[src/rtl/ram_port_arbiter.sv]
// ram_port_arbiter: round-robin arbiter sharing one RAM port among NUM_REQ requesters, one transaction in flight.
// Define RAM_ARB_TIMEOUT_EN to answer a read with an error response after TIMEOUT cycles without RAM read-valid.
module ram_port_arbiter #(
  parameter int DATA_WIDTH = 256,
  parameter int ADDR_WIDTH = 5,
  parameter int NUM_REQ    = 4,
  parameter int TIMEOUT    = 15
) (
  input  logic                            clk,
  input  logic                            rst,
  input  logic [NUM_REQ-1:0]              req_i,
  input  logic [NUM_REQ-1:0]              we_i,
  input  logic [NUM_REQ*ADDR_WIDTH-1:0]   addr_i,
  input  logic [NUM_REQ*DATA_WIDTH-1:0]   wdata_i,
  output logic [NUM_REQ-1:0]              gnt_o,
  output logic                            rsp_valid_o,
  output logic [$clog2(NUM_REQ)-1:0]      rsp_id_o,
  output logic [DATA_WIDTH-1:0]           rsp_data_o,
  output logic                            rsp_err_o,
  output logic                            ram_read_o,
  output logic [ADDR_WIDTH-1:0]           ram_read_index_o,
  output logic                            ram_write_o,
  output logic [ADDR_WIDTH-1:0]           ram_write_index_o,
  output logic [DATA_WIDTH-1:0]           ram_write_data_o,
  input  logic                            ram_read_valid_i,
  input  logic [DATA_WIDTH-1:0]           ram_read_value_i
);
  localparam int IDW = $clog2(NUM_REQ);
  typedef enum logic [1:0] {IDLE, ISSUE, WAIT} state_t;
  state_t state, state_nx;
  logic [IDW-1:0] rr_ptr, win, k, cap_id;
  logic hit, grant, tmo, done;
  int j;
  always_comb begin
    win = '0;
    hit = 1'b0;
    j = 0;
    k = '0;
    for (int i = 0; i < NUM_REQ; i++) begin
      j = int'(rr_ptr) + i;
      k = IDW'(j >= NUM_REQ ? j - NUM_REQ : j);
      if (!hit && req_i[k]) begin
        hit = 1'b1;
        win = k;
      end
    end
  end
  assign grant = state == IDLE && hit;
  // grant is combinational, so it must also be masked while reset is held
  assign gnt_o = (rst && grant) ? NUM_REQ'(1) << win : '0;
  assign done  = state == WAIT && (ram_read_valid_i || tmo);
  always_comb begin
    state_nx = state;
    state_nx = state == IDLE  ? (hit ? ISSUE : IDLE) :
               state == ISSUE ? (ram_write_o ? IDLE : WAIT) :
               done ? IDLE : WAIT;
  end
`ifdef RAM_ARB_TIMEOUT_EN
  localparam logic [7:0] LIMIT = 8'(TIMEOUT - 1);
  logic [7:0] cnt;
  assign tmo = state == WAIT && !ram_read_valid_i && cnt == LIMIT;
  always_ff @(posedge clk or negedge rst)
    if (!rst) cnt <= '0;
    else cnt <= (state == WAIT && state_nx == WAIT) ? cnt + 8'd1 : '0;
`else
  assign tmo = 1'b0;
`endif
  always_ff @(posedge clk or negedge rst) begin
    if (!rst) begin
      state             <= IDLE;
      rr_ptr            <= '0;
      cap_id            <= '0;
      ram_write_o       <= 1'b0;
      ram_read_o        <= 1'b0;
      ram_read_index_o  <= '0;
      ram_write_index_o <= '0;
      ram_write_data_o  <= '0;
      rsp_valid_o       <= 1'b0;
      rsp_err_o         <= 1'b0;
      rsp_id_o          <= '0;
      rsp_data_o        <= '0;
    end else begin
      state       <= state_nx;
      ram_write_o <= grant && we_i[win];
      ram_read_o  <= grant && !we_i[win];
      rsp_valid_o <= done;
      rsp_err_o   <= tmo;
      if (grant) begin
        rr_ptr            <= win == IDW'(NUM_REQ - 1) ? '0 : win + 1'b1;
        cap_id            <= win;
        ram_read_index_o  <= addr_i[int'(win)*ADDR_WIDTH +: ADDR_WIDTH];
        ram_write_index_o <= addr_i[int'(win)*ADDR_WIDTH +: ADDR_WIDTH];
        ram_write_data_o  <= wdata_i[int'(win)*DATA_WIDTH +: DATA_WIDTH];
      end
      if (done) begin
        rsp_id_o   <= cap_id;
        rsp_data_o <= ram_read_valid_i ? ram_read_value_i : '0;
      end
    end
  end
endmodule

[config.mk]
export PLATFORM = sky130hd
export DESIGN_NAME = ram_port_arbiter
export DESIGN_NICKNAME = d
export VERILOG_FILES = /design/src/rtl/ram_port_arbiter.sv
export SDC_FILE = /design/constraint.sdc
export NUM_CORES = 1
export LEC_CHECK = 0
export ABC_AREA = 1
export CAP_MARGIN = 20
export CORE_AREA = 5 5 710 712
export DETAILED_ROUTE_END_ITERATION = 16
export DIE_AREA = 0 0 715 717
export HOLD_SLACK_MARGIN = 0.15
export SETUP_SLACK_MARGIN = 0.5
export SYNTH_ARGS = -nofsm -noshare
export SYNTH_HDL_FRONTEND = slang
export SYNTH_SLANG_ARGS = --single-unit
[constraint.sdc]
create_clock -name clk -period 5.1 [get_ports clk]
set_input_delay 1.53 -clock clk [delete_from_list [all_inputs] [get_ports clk]]
set_output_delay 1.53 -clock clk [all_outputs]
set_load 0.01 [all_outputs]
==> qor.txt <==
Site Rows - 259
PortBufs - 1841
GRT Util Overall - 17.0%
die area - 513000 um^2
H-tree levels - 3
DR vias/cell - 3.35
clock skew - 0.0553 ns
largest net degree at the start of global routing - 133
CP Max Fanout - 5
Post-Place Cells - 13800
count of cell types in the netlist - 22
Worst-Margin Slew - 1.23 ns
grt ovf - 0
initial core utilization - 6.86%
FF/Latch Area - 13200 um^2
fmax - 221 MHz
metal1 wirelength - 184 mm
# IOs - 1843
hold buffers post-CTS - 0
initial antenna violation count - 478
post-route cell area - 66300 um^2
max-slew violations - 0
number of global-route vias before repair - 43900
cell mode on critical path - nand2_4
core area - 496000 um^2
Main synth FF type - dfrtp_1
routed length on met3 - 50.1 mm
Static Leak - 31.8 nW
# setup viols final - 0
WL final - 457 mm
area of the multi-input gates - 15300 um^2
synth top area cells - dfrtp_1 (39%), nand2_1 (26%), inv_1 (12%)
Via Count - 47200
Layout area overhead - 94.7%
Post-DP Area - 62700 um^2
CTS tree - done
Post-Layout Cell Count - 14100
Power Density - 860 nW/um^2
WP data required - 3.57 ns
dpl ws - -0.612 ns
register area share after synthesis - 38.8%
worst path bufs/invs - 6
Routability Congestion - 0.990
Tmin final - 4.53 ns
CP cell instances - buf_12 -> inv_6 -> nand2_4 -> nand3_4 -> nand2_4 -> buf_6 -> nor2_4 -> nand3_2 -> nand3_2 -> nand2_4 -> inv_8 -> ha_4 -> inv_2 -> nor2_4 -> buf_6
share of cells above drive strength 1 - 6.76%
EDFF count, synth - 0
Die Height - 717 um
Max Cap Viol - 0
leading area contributor after synthesis - dfrtp_1
cell family with most CP delay - simple AND/OR/NAND/NOR gates
CTS sink count - 528
Syn. warnings - 0
max incr delay on CP - 0.18 ns
Hold WS - 0.473 ns
crit start category - primary input
DR WL/cell - 32.4 um
Syn Inst Count - 5462
commonest cells after routing, fill and taps aside - nand2_1 (2372), clkdlybuf4s50_1 (1829), inv_1 (1049), dfrtp_1 (527), nand3_1 (526)
die width - 715 um
worst ir drop on vdd - 1.04 mV
Synth Cell Area - 34000 um^2
unrepaired setup endpoints after global routing - no
Design Power - 57.0 mW
Worst Setup End Kind - output pin
TritonCTS buffer count - 90
Seq cells post-synth - 528
top sig layer - met5
DR iter-0 viols - 4944
Post-DRT Antenna Nets - 0
status - complete, no violations
Root Driver - clkbuf_16
# DRC - 0
slowest stage cell, crit path - nor2_4
fillers - 57700
maximum buffer depth of the clock tree - 4
Post-synth ARST share - 100%
Mean Syn Cell Area - 6.23 um^2
worst skew pair latency - 0.84 ns
post-detailed-placement half-perimeter wirelength - 395 mm
arrival time worst endpoint - 3.00 ns
first-pass GRT wire length - 551 mm
post-synth top area share - 38.8%
routed wl met2 - 203 mm
post-route setup slack - 0.571 ns
Nets - 8588
most common cell after layout, fill and taps aside - nand2_1
Mapped Nets - 6777
fin crit share - 88.8%
Reg clk slew, reported paths - 0.05 ns
final-report hold violation count - 0
Pre-antenna DRT Iters - 6
critical path class - primary input to output pin
Worst slew margin - 17.8%
hold crit path type - flip-flop to flip-flop
## power breakdown
group / switching (mW) / internal [mW] / total (mW)
sequential: 1.31 / 6.32 / 7.63
combinational: 28.5 / 14.2 / 42.7
clock: 2.73 / 3.99 / 6.71
## area by class of cell
| cell class | count | share of cell area [%] |
|---|---|---|
| tap | 6655 | 12.6 |
| antenna | 114 | 0.430 |
| sequential | 528 | 19.9 |
| clock buffer | 114 | 3.82 |
| timing repair buffer | 2127 | 33.3 |
| clock inverter | 47 | 0.834 |
| multi-input combinational | 3464 | 23.0 |
| inverter | 1062 | 6.07 |
## worst reg2reg max path, stage by stage, from the launching register on
cell and delay, ns:
dfrtp_2 0.57, inv_4 0.16, nand2_1 0.10, nand2_2 0.09
nand2_1 0.09, nand2_1 0.10, nor2_4 0.18, nand3_4 0.12
nand3_4 0.12, buf_4 0.12, buf_4 0.11, buf_4 0.35
buf_4 0.77, nand2_1 0.19, buf_4 0.17, nand3_1 0.24
nand2_1 0.19, nand2_1 0.14, nand2_1 0.07
## cell families (layout without fill, tap and decap cells)
logic type / count (synthesis) / in the layout / share of synthesized area (%)
fa+ha+maj: 4 / 4 / 0.147
flops: 528 / 528 / 38.8
simple gates: 3450 / 3450 / 43.9
compound gates: 9 / 9 / 0.147
buf+inv: 1470 / 3350 / 17.0
other cells: 1 / 115 / 0.0110
## per-layer routing
| metal | vias up | global-route usage, % |
|---|---|---|
| met5 | - | 0 |
| met4 | 256 | 5.67 |
| met3 | 854 | 7.53 |
| met2 | 2949 | 26.6 |
| met1 | 22700 | 20.6 |
| li1 | 20400 | - |
## path summary, 6_finish.rpt
| kind | startpoint | to | slack [ns] | cells after the start |
|---|---|---|---|---|
| max in group asynchronous | rst | rsp_data_o[66]$_DFFE_PN0P_ | 2.23 | 4 |
| worst max-delay path | req_i[3] | gnt_o[2] | 0.57 | 15 |
| min in group asynchronous | rst | ram_write_data_o[236]$_DFFE_PN0P_ | 0.59 | 1 |
| worst min register to register | ram_write_data_o[131]$_DFFE_PN0P_ | ram_write_data_o[131]$_DFFE_PN0P_ | 0.47 | 2 |
| worst min-delay path | ram_write_data_o[131]$_DFFE_PN0P_ | ram_write_data_o[131]$_DFFE_PN0P_ | 0.47 | 2 |
| worst max register to register | rr_ptr[0]$_DFFE_PN0P_ | ram_write_data_o[38]$_DFFE_PN0P_ | 1.11 | 18 |
## state kept, by name, indices dropped and copies added, names as in the netlist
name              flops
ram_write_data_o    256
rsp_data_o          256
ram_read_index_o      5
cap_id                2
rr_ptr                2
rsp_id_o              2
state                 2
ram_read_o            1
ram_write_o           1
rsp_valid_o           1
## cell usage after synthesis (4+ instances only)
cell / number
buf_2: 107
nand3_2: 4
inv_1: 1056
nand4_1: 520
ha_1: 4
buf_4: 29
inv_2: 4
o21ai_0: 5
nand2_1: 2382
nor2_1: 9
clkbuf_1: 210
buf_1: 61
dfrtp_1: 528
nand3_1: 532
## what timing repair did
| item | in CTS | in global routing |
|---|---|---|
| buffers inserted | 4 | 5 |
| endpoints found under the setup margin | 4 | 4 |
| gates resized for setup | 59 | 30 |
| pin swaps | 8 | 13 |
## through the flow
stage / utilization (%) / TNS [ns]
floorplan: - / 0
global placement: 12.6 / -27.37
detailed placement: 12.6 / -13.59
CTS: 13.3 / 0
global route: 13.3 / 0
finish: 13.4 / 0
No activity file was read; power rests on OpenSTA's default activity.
